## config.mk

```make
export PLATFORM = sky130hd
export DESIGN_NAME = servo_pwm_gen
export DESIGN_NICKNAME = d
export VERILOG_FILES = /design/src/rtl/servo_pwm_gen.sv
export SDC_FILE = /design/constraint.sdc
export NUM_CORES = 1
export LEC_CHECK = 0
export ABC_AREA = 1
export CORE_ASPECT_RATIO = 1.25
export CORE_MARGIN = 2
export CORE_UTILIZATION = 35
export DETAILED_ROUTE_END_ITERATION = 7
export PLACE_DENSITY_LB_ADDON = 0.12
export SYNTH_ARGS = -nofsm -noshare
export SYNTH_HDL_FRONTEND = slang
export SYNTH_SLANG_ARGS = --single-unit
```

## constraint.sdc

```tcl
create_clock -name clk -period 4.1 [get_ports clk]
set_input_delay 0.82 -clock clk [delete_from_list [all_inputs] [get_ports clk]]
set_output_delay 0.82 -clock clk [all_outputs]
set_load 0.05 [all_outputs]
```

## src/rtl/servo_pwm_gen.sv

```systemverilog
// Three-channel servo PWM generator.
// A frame of PERIOD clk cycles is repeated while enabled; each channel drives
// its pin high for the first N cycles of a frame, where N is a per-channel
// shadow width captured only at frame start, so pulses never change mid-frame.
// Optional feature macro: SERVO_SLEW_EN limits each shadow update to SLEW_STEP.
//
// Ports:
//   clk                      system clock, rising edge
//   reset                    asynchronous active-high reset
//   enable                   high runs frames, low idles after the current frame
//   x_value/y_value/fire_value  requested pulse widths in clk cycles
//   x_pwm/y_pwm/fire_pwm     registered servo drive pins
//   frame_tick               one-cycle pulse on the first cycle of every frame
//   busy                     high while a frame is running
module servo_pwm_gen #(
  parameter logic [19:0] PERIOD    = 20'd1000000,
  parameter logic [19:0] SLEW_STEP = 20'd500
) (
  input  logic        clk,
  input  logic        reset,
  input  logic        enable,
  input  logic [19:0] x_value,
  input  logic [19:0] y_value,
  input  logic [19:0] fire_value,
  output logic        x_pwm,
  output logic        y_pwm,
  output logic        fire_pwm,
  output logic        frame_tick,
  output logic        busy
);

  typedef enum logic {IDLE = 1'b0, RUN = 1'b1} state_t;

  state_t      state, state_nxt;
  logic [19:0] count, count_nxt;
  logic [19:0] x_sh, y_sh, f_sh;
  logic [19:0] x_sh_nxt, y_sh_nxt, f_sh_nxt;
  logic        load;

`ifdef SERVO_SLEW_EN
  // Move cur toward req by at most SLEW_STEP; differences taken only in the
  // non-negative direction so nothing under- or overflows.
  function automatic logic [19:0] slew(input logic [19:0] cur, input logic [19:0] req);
    logic [19:0] res;
    res = req;
    if (req > cur) begin
      if (20'(req - cur) > SLEW_STEP) res = 20'(cur + SLEW_STEP);
    end else begin
      if (20'(cur - req) > SLEW_STEP) res = 20'(cur - SLEW_STEP);
    end
    return res;
  endfunction
`endif

  // Next state, frame counter and shadow-load strobe.
  always_comb begin
    state_nxt = state;
    count_nxt = count;
    load      = 1'b0;
    case (state)
      IDLE: begin
        if (enable) begin
          state_nxt = RUN;
          count_nxt = 20'd0;
          load      = 1'b1;
        end
      end
      RUN: begin
        if (count == 20'(PERIOD - 20'd1)) begin
          count_nxt = 20'd0;
          if (enable) load = 1'b1;
          else        state_nxt = IDLE;
        end else begin
          count_nxt = 20'(count + 20'd1);
        end
      end
      default: state_nxt = IDLE;
    endcase
  end

  // Shadow widths only change on a frame-start load.
  always_comb begin
    x_sh_nxt = x_sh;
    y_sh_nxt = y_sh;
    f_sh_nxt = f_sh;
    if (load) begin
`ifdef SERVO_SLEW_EN
      x_sh_nxt = slew(x_sh, x_value);
      y_sh_nxt = slew(y_sh, y_value);
      f_sh_nxt = slew(f_sh, fire_value);
`else
      x_sh_nxt = x_value;
      y_sh_nxt = y_value;
      f_sh_nxt = fire_value;
`endif
    end
  end

  // Outputs are registered from the next-cycle state so they line up with
  // the counter; width >= PERIOD stays high because count never reaches it.
  always_ff @(posedge clk or posedge reset) begin
    if (reset) begin
      state      <= IDLE;
      count      <= 20'd0;
      x_sh       <= 20'd0;
      y_sh       <= 20'd0;
      f_sh       <= 20'd0;
      x_pwm      <= 1'b0;
      y_pwm      <= 1'b0;
      fire_pwm   <= 1'b0;
      frame_tick <= 1'b0;
      busy       <= 1'b0;
    end else begin
      state      <= state_nxt;
      count      <= count_nxt;
      x_sh       <= x_sh_nxt;
      y_sh       <= y_sh_nxt;
      f_sh       <= f_sh_nxt;
      x_pwm      <= (state_nxt == RUN) && (count_nxt < x_sh_nxt);
      y_pwm      <= (state_nxt == RUN) && (count_nxt < y_sh_nxt);
      fire_pwm   <= (state_nxt == RUN) && (count_nxt < f_sh_nxt);
      frame_tick <= (state_nxt == RUN) && (count_nxt == 20'd0);
      busy       <= (state_nxt == RUN);
    end
  end

endmodule
```

==> results.sh <==
export IMPL_r2r_cells=17
export IMPL_crit_required_ps=4370
export IMPL_yosys_top_cells_count="inv_1 (166), nand2_1 (151), dfrtp_1 (85)"
export IMPL_worstPathArrival_ps=3930
export IMPL_slew_headroom_pct=40.3
export IMPL_fmax_ghz=0.274
export IMPL_area_growth_pct=23.1
export IMPL_cts_sinks=85
export IMPL_wire_per_inst_um=14.2
export IMPL_skew_ps=6.62
export IMPL_post_cts_resize_count=0
export IMPL_drive_gt1_share_pct=5.77
export IMPL_min_from="f_sh[12]"
export IMPL_ys_ff_latch=85
export IMPL_syn_inst=707
export IMPL_period_minus_slack_ps=3660
export IMPL_reg2reg_to="y_pwm"
export IMPL_grt_ovfl_total=0
export IMPL_p_per_area_nw_per_um2=276
export IMPL_clock_latency_ps=340
export IMPL_drtIter0Drc=238
export IMPL_cts_buffers=9
export IMPL_tightestPinTransition_ps=896
export IMPL_finalHoldViolCount=0
export IMPL_synth_avg_cell_area_um2=7.65
export IMPL_synth_enable_flop_cells=0
export IMPL_via_per_inst=4.61
export IMPL_netlist_area_um2=5410
export IMPL_track_usage_pct=18.1
export IMPL_initial_core_util_pct=35.9
export IMPL_synth_top_cell_area_share_pct=39.3
export IMPL_slowest_delay_ps=580
export IMPL_hp_class="flip-flop to flip-flop"
export IMPL_drv_slew=0
export IMPL_r2r_slack_ps=650
export IMPL_path_class="primary input to flip-flop"
export IMPL_core_area_um2=15100
export IMPL_timing_hold_ws_ps=501
export IMPL_timing_max_cap_violations=0
export IMPL_tns_ps=0
export IMPL_dieArea_um2=16500
export IMPL_die_h_um=143
export IMPL_grt_max_degree=52
export IMPL_routed_wl_um=14100
export IMPL_rows=50
export IMPL_synth_fp_nets=828
export IMPL_drc=0
export IMPL_ys_types=37
export IMPL_holdBufCountCts=0
export IMPL_p_leak_nw=3.43
export IMPL_dr_pass1_iters=4
export IMPL_vias=4555
export IMPL_grt_pass1_vias=4364
export IMPL_worstPathCellList="clkdlybuf4s50_1 > nor2_1 > inv_1 > o21ai_1 > ha_1 > nand2_1 > inv_1 > o21ai_0 > a21oi_1 > a2111oi_0 > nand3b_1 > a21oi_1"
export IMPL_yosys_top_cells_area="dfrtp_1 (39%), ha_1 (13%), inv_1 (12%), nand2_1 (10%), o21ai_1 (5.4%)"
export IMPL_die_w_um=115
export IMPL_holdPathStages=2
export IMPL_gp_congestion=0.934
export IMPL_antenna_found_initial=0
export IMPL_rsz0062_at_grt="false"
export IMPL_io_pins=68
export IMPL_fin_crit_sh_pct=89.2
export IMPL_critPathCaptureType="flip-flop"
export IMPL_clk_pin_slew_ps=70
export IMPL_cts_htree_levels=3
export IMPL_yosysMostFrequentCell="inv_1"
export IMPL_antenna_left=0
export IMPL_timing_rr_start="count[0]"
export IMPL_postCtsSetupBuffers=0
export IMPL_vdd_drop_max_v=0.000217
export IMPL_fin_nets=896
export IMPL_crit_slowest_cell="clkdlybuf4s50_1"
export IMPL_yosys_area_top_type="dfrtp_1"
export IMPL_cts_root_buf="clkbuf_16"
export IMPL_diodes=0
export IMPL_seqCellArea_um2=2130
export IMPL_multi_input_area_um2=2560
export IMPL_yosys_warnings=0
export IMPL_clk_path_buf_depth=2
export IMPL_async_reset_ff_share_pct=100
export IMPL_hold_path_end="f_sh[12]"
export IMPL_nFillCells=1532
export IMPL_outcome="finished clean"
export IMPL_cp_max_fo=9
export IMPL_yosysSeqAreaShare_pct=39.3
export IMPL_numPortBuffers=67
export IMPL_grt_pass1_wl_um=22400
export IMPL_crit_path_start_kind="primary input"
export IMPL_cts_tree="yes"
export IMPL_hpwl_um=11300
export IMPL_synthFlopType="dfrtp_1"
export IMPL_setup_viol=0
## layout by cell type, fill, tap and decap left out, types with 3 or more instances in the layout
cell,instances
and2_1,3
nor2_1,33
o21ai_1,58
a21oi_1,33
nand2_1,151
inv_1,165
nand3_2,4
ha_1,58
nor3_1,5
nand3_1,24
xor2_1,6
clkdlybuf4s50_1,67
nand4_1,9
nor4_1,5
o21ai_0,11
inv_2,4
clkbuf_16,9
nand3b_1,3
nor2_2,4
buf_4,4
dfrtp_1,85
o21ai_2,4
o21a_1,3
## critical path, delay by kind of cell
family | cells | cell delay, ps
AO/OA/AOI/OAI | 5 | 1200
adder cells (fa/ha/maj) | 1 | 340
buffers and inverters | 3 | 900
AND/OR/NAND/NOR | 3 | 670
## stage by stage
| stage | setup slack [ps] | area, um^2 | instances | power [W] | utilization [%] |
|---|---|---|---|---|---|
| 4_1_cts | 573 | 6660 | 988 | 0.00186 | 44.1 |
| 2_1_floorplan | 1090 | 5410 | 707 | 0.000880 | - |
| 6_report | 444 | 6660 | 988 | 0.00184 | 44.1 |
| 3_5_place_dp | 202 | 6330 | 972 | 0.000956 | 42.0 |
| 5_1_grt | 203 | 6660 | 988 | 0.00190 | 44.1 |
| 3_3_place_gp | 366 | 6330 | 972 | 0.000955 | 42.0 |
## how the worst max path moves through the flow
stage,start,end,slack [ps],depth (start not counted)
floorplan,reset,count[0],1090,1
global placement,enable,y_pwm,370,12
detailed placement,enable,y_pwm,200,12
CTS,enable,y_pwm,570,12
global route,enable,y_pwm,200,12
finish,enable,y_pwm,440,12
## where the power goes
part | total, W | switching [W] | internal, W
registers | 0.000841 | 0.00000123 | 0.000840
logic | 0.0000967 | 0.0000390 | 0.0000577
clock network | 0.000899 | 0.000347 | 0.000552
## area by class of cell
class / count / area share (%)
inverter: 170 / 9.61
clock inverter: 5 / 1.26
clock buffer: 11 / 3.65
multi-input combinational: 436 / 38.5
timing repair buffer: 73 / 11.1
tap: 208 / 3.91
sequential: 85 / 32.0
## flip-flops by register name (all words and copies together) (netlist names)
name	flops
count	20
f_sh	20
fire_pwm	1
frame_tick	1
state	1
x_pwm	1
x_sh	20
y_pwm	1
y_sh	20
## kinds of logic (layout without fill, tap and decap cells)
family                     count (synthesis)  in the layout  share of synthesized area (%)
DFF                                       85             85                           39.3
adders and majority gates                 58             58                           13.4
and+or+nand+nor                          251            251                           20.6
AOI/OAI and AO/OA                        119            119                           12.0
xor gates and xnor gates                   8              8                           1.30
buffers and inverters                    186            259                           13.4
## per-layer routing
| layer | track usage [%] | up-vias | wire length, um |
|---|---|---|---|
| met5 | 0 | - | 0 |
| met4 | 7.74 | 0 | 365 |
| met3 | 2.89 | 25 | 368 |
| met2 | 30.2 | 84 | 7090 |
| met1 | 23.0 | 2082 | 6230 |
| li1 | - | 2364 | - |
No activity file was read; power rests on OpenSTA's default activity.
